**config.mk**
```make
export PLATFORM = sky130hd
export DESIGN_NAME = instr_fetch_unit
export DESIGN_NICKNAME = d
export VERILOG_FILES = /design/src/rtl/instr_fetch_unit.sv
export SDC_FILE = /design/constraint.sdc
export NUM_CORES = 1
export LEC_CHECK = 0
export CORE_ASPECT_RATIO = 0.6
export CORE_MARGIN = 2
export CORE_UTILIZATION = 45
export DETAILED_ROUTE_END_ITERATION = 8
export GPL_ROUTABILITY_DRIVEN = 0
export MAX_ROUTING_LAYER = met4
export PLACE_DENSITY = 0.85
export SLEW_MARGIN = 10
export SYNTH_ARGS = -nofsm -noshare
export SYNTH_HDL_FRONTEND = slang
export SYNTH_SLANG_ARGS = --single-unit
```
**constraint.sdc**
```tcl
create_clock -name clk -period 5.29 [get_ports clk]
set_clock_uncertainty 0.05 [all_clocks]
set_input_delay 1.058 -clock clk [delete_from_list [all_inputs] [get_ports clk]]
set_output_delay 1.058 -clock clk [all_outputs]
set_load 0.05 [all_outputs]
```
**src/rtl/instr_fetch_unit.sv**
```systemverilog
// Fetch stage: reads the word at the current PC over a req/ack memory handshake,
// latches it into ir, and drives the PC register with the sequential address or a redirect.
module instr_fetch_unit #(
  parameter int ADDR_W  = 16,
  parameter int DATA_W  = 16,
  parameter int PC_INC  = 1,
  parameter int TIMEOUT = 15
) (
  input  logic              clk,
  input  logic              rst,
  input  logic [ADDR_W-1:0] pc,
  input  logic              fetch_start,
  input  logic              redirect_valid,
  input  logic [ADDR_W-1:0] redirect_addr,
  output logic              mem_req,
  output logic [ADDR_W-1:0] mem_addr,
  input  logic              mem_ack,
  input  logic [DATA_W-1:0] mem_rdata,
  output logic [DATA_W-1:0] ir,
  output logic              ir_valid,
  output logic              pc_load,
  output logic [ADDR_W-1:0] pc_next,
  output logic              busy,
  output logic              fetch_err
);

  // state  | meaning
  // IDLE   | waiting for fetch_start; applies immediate or pending redirects to the PC
  // REQ    | memory request outstanding at addr_reg; timeout counter running
  // LOAD   | one cycle: load PC with sequential address or redirect, pulse ir_valid

  localparam int TCNT_W = (TIMEOUT > 1) ? $clog2(TIMEOUT) : 1;

  typedef enum logic [1:0] {
    S_IDLE = 2'd0,
    S_REQ  = 2'd1,
    S_LOAD = 2'd2
  } state_t;

  state_t            state, state_nx;
  logic [ADDR_W-1:0] addr_reg;
  logic [ADDR_W-1:0] redir_addr;
  logic              redir_pend;
  logic [TCNT_W-1:0] tcnt;
  logic              tcnt_tc;

  assign tcnt_tc = (tcnt == TCNT_W'(TIMEOUT - 1));
  assign busy    = (state != S_IDLE);

  always_comb begin
    state_nx = state;
    mem_req  = 1'b0;
    mem_addr = '0;
    ir_valid = 1'b0;
    pc_load  = 1'b0;
    pc_next  = '0;
    case (state)
      S_IDLE: begin
        if (redirect_valid) begin
          pc_load = 1'b1;
          pc_next = redirect_addr;
        end else if (redir_pend) begin
          pc_load = 1'b1;
          pc_next = redir_addr;
        end else if (fetch_start && !fetch_err) begin
          state_nx = S_REQ;
        end
      end
      S_REQ: begin
        mem_req  = 1'b1;
        mem_addr = addr_reg;
        if (mem_ack)      state_nx = S_LOAD;
        else if (tcnt_tc) state_nx = S_IDLE;
      end
      S_LOAD: begin
        pc_load  = 1'b1;
        state_nx = S_IDLE;
        if (redirect_valid) begin
          pc_next = redirect_addr;
        end else if (redir_pend) begin
          pc_next = redir_addr;
        end else begin
          pc_next  = addr_reg + ADDR_W'(PC_INC);
          ir_valid = 1'b1;
        end
      end
      default: state_nx = S_IDLE;
    endcase
  end

  always_ff @(posedge clk) begin
    if (rst) begin
      state      <= S_IDLE;
      addr_reg   <= '0;
      ir         <= '0;
      redir_pend <= 1'b0;
      redir_addr <= '0;
      tcnt       <= '0;
      fetch_err  <= 1'b0;
    end else begin
      state <= state_nx;
      case (state)
        S_IDLE: begin
          if (!redirect_valid) begin
            if (redir_pend) begin
              redir_pend <= 1'b0;
            end else if (fetch_start && !fetch_err) begin
              addr_reg <= pc;
              tcnt     <= '0;
            end
          end
        end
        S_REQ: begin
          // Latest redirect wins; the fetched word is dropped if any redirect is seen.
          if (redirect_valid) begin
            redir_pend <= 1'b1;
            redir_addr <= redirect_addr;
          end
          if (mem_ack) begin
            if (!redir_pend && !redirect_valid) ir <= mem_rdata;
          end else if (tcnt_tc) begin
            fetch_err <= 1'b1;
          end else begin
            tcnt <= tcnt + TCNT_W'(1);
          end
        end
        S_LOAD: redir_pend <= 1'b0;
        default: ;
      endcase
    end
  end

endmodule

```
==> metrics.csv, run 1 <==
metric;value;unit
post_cts_buffers;0;
fin_crit;4740;ps
portBuffers;105;
cp_max_fo;16;
clk_pin_slew;100;ps
root_buffer;clkbuf_8;
clk_latency;310;ps
start_util;46.8;%
grt_max_degree;56;
worst_setup_path_end_kind;output port;
outcome;complete, no violations;
start_kind;input port;
cts_tree;done;
syn_nets;439;
setup_tns;0;ps
clock.fmax;0.211;GHz
cts-resized-gates;0;
diodes;0;
worstPathArrival;3630;ps
gr-total-overflow;0;
wirelength;8350;um
maxSlewViolCount;0;
fin_nets;527;
wire_per_inst;15.0;um
synth-edff-count;0;
vias;3007;
period_share;89.6;%
cap_violations;0;
path_class;input port to output port;
syn_area_per_cell;7.50;um2
hpwl;6100;um
p_per_area;226;nW/um2
antenna_found_initial;0;
synth_area;2870;um2
syn2layout_area_growth;39.6;%
ant_nets;0;
core;6140;um2
die_h;65.9;um
hold_viol_final;0;
ys_warn_count;0;
hp-class;flip-flop to flip-flop;
ctsHoldBuffers;0;
synth_seq_cells;56;
synth_async_sr_flop_share;0;%
tightest_slew;1120;ps
postSynthCellCount;383;
ioPinCount;106;
viasPerCell;5.41;
cts.htree.levels;2;
max-vdd-ir-drop;120;uV
cts_buffer_depth;2;
drt_iter0_drc;256;
rows;22;
maxSlewHeadroom;25.3;%
dp_slack;577;ps
grt_setup_unrepaired;false;
p_leak;0.00144;uW
setup_ws;552;ps
die_area;7060;um2
firstDrtPassIters;4;
ys_types;46;
mostFrequentLayoutCells;clkdlybuf4s50_1, nand2_1, dfxtp_1;
grt_usage;24.1;%
layout-drive-gt1-share;4.24;%
finalSetupViolations;0;
die_x;107;um
worstPathRequired;4180;ps
drc;0;
cts.sinks;56;
final_common_cell;clkdlybuf4s50_1;
ys_seq_area_share;39.0;%
grt_pass1_vias;2749;
synth-main-ff-cell;dfxtp_1;
grt_pass1_wl;13200;um
cts_inserted_buffers;5;
## logic make-up after synthesis
group	synth area share, %
AND/OR/NAND/NOR	29.5
flip-flops	39.0
adder cells (fa/ha/maj)	1.31
AO/OA/AOI/OAI	15.4
buffers and inverters	5.62
multiplexers	6.67
XOR/XNOR	2.44
## synth_stat cells, drive strengths merged (2+ instances only)
| library cell | count | area (um2) |
|---|---|---|
| or4 | 2 | 18.8 |
| nor4 | 4 | 25.0 |
| nor2 | 39 | 146 |
| and3 | 2 | 12.5 |
| nor3 | 7 | 35.0 |
| xnor2 | 7 | 61.3 |
| and2 | 13 | 81.3 |
| or2 | 2 | 12.5 |
| ha | 3 | 37.5 |
| nand3b | 3 | 22.5 |
| inv | 13 | 48.8 |
| clkbuf | 14 | 55.1 |
| a21oi | 52 | 260 |
| buf | 11 | 57.6 |
| nand4 | 3 | 25.0 |
| nand2 | 84 | 315 |
| nand2b | 3 | 18.8 |
| or3 | 4 | 25.0 |
| o22ai | 4 | 25.0 |
| a2111oi | 2 | 17.5 |
| nor3b | 6 | 50.1 |
| o21ai | 7 | 35.0 |
| nand3 | 9 | 45.0 |
| mux2i | 18 | 180 |
| dfxtp | 56 | 1120 |
## per-stage QoR
| step | util [%] | total power [uW] | cell area, um2 | hold slack (ps) | cells |
|---|---|---|---|---|---|
| 6_report | 65.3 | 905 | 4010 | 412 | 556 |
| 2_1_floorplan | - | 577 | 2870 | 382 | 383 |
| 3_5_place_dp | 63.7 | 663 | 3910 | 396 | 548 |
| 5_1_grt | 65.3 | 946 | 4010 | 432 | 556 |
| 3_3_place_gp | 63.7 | 659 | 3910 | 391 | 548 |
| 4_1_cts | 65.3 | 906 | 4010 | 410 | 556 |
## critical path, stage by stage
cell             delay [ps]
clkdlybuf4s50_1         700
buf_4                   280
nor3_1                   60
or2_2                   380
nor3_1                  280
clkdlybuf4s50_1         870
## cell type report
type	instances	area, um2
Fill cell	528	2130
Multi-Input combinational cell	289	1590
Sequential cell	56	1120
Timing Repair Buffer	106	1050
Tap cell	84	105
Clock buffer	6	82.6
Inverter	13	48.8
Clock inverter	2	15.0
## layer usage
layer | GRT usage, % | up-vias | wire length, um
met2 | 37.7 | 124 | 3630
met5 | - | - | 0
met1 | 33.5 | 1410 | 3950
li1 | - | 1469 | -
met3 | 4.73 | 4 | 733
met4 | 3.08 | 0 | 25
## where the power goes
group          switching [uW]  leakage [uW]  total [uW]  internal (uW)
logic                     117      0.000944         203           85.8
registers                18.2      0.000454         452            434
clock network             144     0.0000434         250            106
## worst paths after layout
| kind | startpoint | to | slack (ps) | cells after the start |
|---|---|---|---|---|
| max | redirect_valid | ir_valid | 550 | 6 |
| min | ir[10] | ir[10] | 410 | 2 |
| max reg2reg | state[0] | ir[2] | 2600 | 5 |
| min reg2reg | ir[10] | ir[10] | 410 | 2 |
Power figures use the tool's default switching activity.
==> run 2: changes to the inputs <==
CORE_ASPECT_RATIO = 0.9   (was 0.6)
==> metrics.csv, run 2 (same netlist as run 1, synthesis figures left out) <==
metric;value;unit;change
portBuffers;105;;unchanged
cp_max_fo;14;;-2
placed_area;3920;um2;+0.16%
die_x;88.2;um;-18%
cap_violations;0;;unchanged
fin_crit;4720;ps;-18.2 ps
cts_inserted_buffers;5;;unchanged
path_class;input port to output port;;
wirelength;8230;um;-1.4%
start_util;46.7;%;-0.076 points
placedCellCount;551;;+0.55%
clock.fmax;0.212;GHz;+0.39%
period_share;89.2;%;-0.34 points
post_cts_buffers;0;;unchanged
cts_tree;done;;
final_cells;559;;+0.54%
fillers;533;;+0.95%
core;6150;um2;+0.16%
clk_latency;310;ps;about the same
mostFrequentLayoutCells;clkdlybuf4s50_1, nand2_1, dfxtp_1;;
r2r_slack;2650;ps;+50 ps
antenna_found_initial;0;;unchanged
fin_util;65.2;%;-0.066 points
grt_setup_unrepaired;false;;
cts_buffer_depth;2;;unchanged
grt_pass1_wl;13400;um;+1.2%
design_area;4010;um2;about the same
hpwl;5960;um;-2.3%
viasPerCell;5.39;;-0.34%
firstDrtPassIters;4;;unchanged
max-vdd-ir-drop;112;uV;-6.8%
grt_usage;24.7;%;+0.56 points
grt_pass1_vias;2955;;+7.5%
die_area;7040;um2;-0.29%
p_per_area;225;nW/um2;-0.58%
maxSlewViolCount;0;;unchanged
layout-drive-gt1-share;3.81;%;-0.42 points
start_kind;input port;;
p_leak;0.00144;uW;about the same
hold_viol_final;0;;unchanged
rows;27;;+23%
cts.sinks;56;;unchanged
cts-resized-gates;0;;unchanged
final_common_cell;clkdlybuf4s50_1;;
grt_max_degree;56;;unchanged
ioPinCount;106;;unchanged
diodes;0;;unchanged
tightest_slew;1140;ps;+26.6 ps
maxSlewHeadroom;23.5;%;-1.8 points
ant_nets;0;;unchanged
ctsHoldBuffers;0;;unchanged
worst_setup_path_end_kind;output port;;
wire_per_inst;14.7;um;-1.9%
outcome;complete, no violations;;
fin_nets;527;;unchanged
cts.htree.levels;2;;unchanged
worstPathArrival;3610;ps;-20 ps
drt_iter0_drc;208;;-19%
drc;0;;unchanged
hp-class;flip-flop to flip-flop;;
root_buffer;clkbuf_8;;
die_h;79.8;um;+21%
finalSetupViolations;0;;unchanged
clk_pin_slew;100;ps;about the same
vias;3013;;+0.20%
setup_tns;0;ps;unchanged
syn2layout_area_growth;39.7;%;about the same
gr-total-overflow;0;;unchanged
worstPathRequired;4180;ps;about the same
## run 2: path summary, 6_finish.rpt
kind,startpoint,cells after the start,end
hold / removal,ir[0],2,ir[0]
setup reg to reg,state[0],5,ir[12]
setup / recovery,redirect_valid,7,pc_next[9]
hold reg to reg,ir[0],2,ir[0]
## run 2: cell type report
cell class              instances  area [um2]  area share (%)
inverters                      13        48.8            1.22
clock inverters                 1        7.51           0.187
repair buffers                106        1050            26.1
flip-flops and latches         56        1120            28.0
well taps                      87         109            2.71
multi-input cells             289        1590            39.6
clock buffers                   7        86.3            2.15
## run 2: report_power, final
group | switching [uW] | internal [uW]
Combinational | 116 | 86.0
Sequential | 18.0 | 434
Clock | 140 | 107
Total | 274 | 627
## run 2: layer usage
layer | share of wire [%] | vias to the layer above | global-route usage, %
met5 | 0 | - | -
met4 | 2.8 | 0 | 9.09
met3 | 8.4 | 24 | 4.24
met2 | 46 | 139 | 40.2
met1 | 43 | 1375 | 30.7
li1 | - | 1475 | -
## run 2: stage by stage
stage	setup WS (ps)	hold slack [ps]	total power, uW
after detailed placement	642	397	662
after global placement	726	391	658
after CTS	636	411	903
after floorplan	116	382	577
after global routing	492	432	936
final	570	408	901
## run 2: critical path, stage by stage
cell	delay (ps)
clkdlybuf4s50_1	760
buf_4	280
a21oi_1	60
nor2_1	190
nand3b_1	130
nor3b_1	270
clkdlybuf4s50_1	860
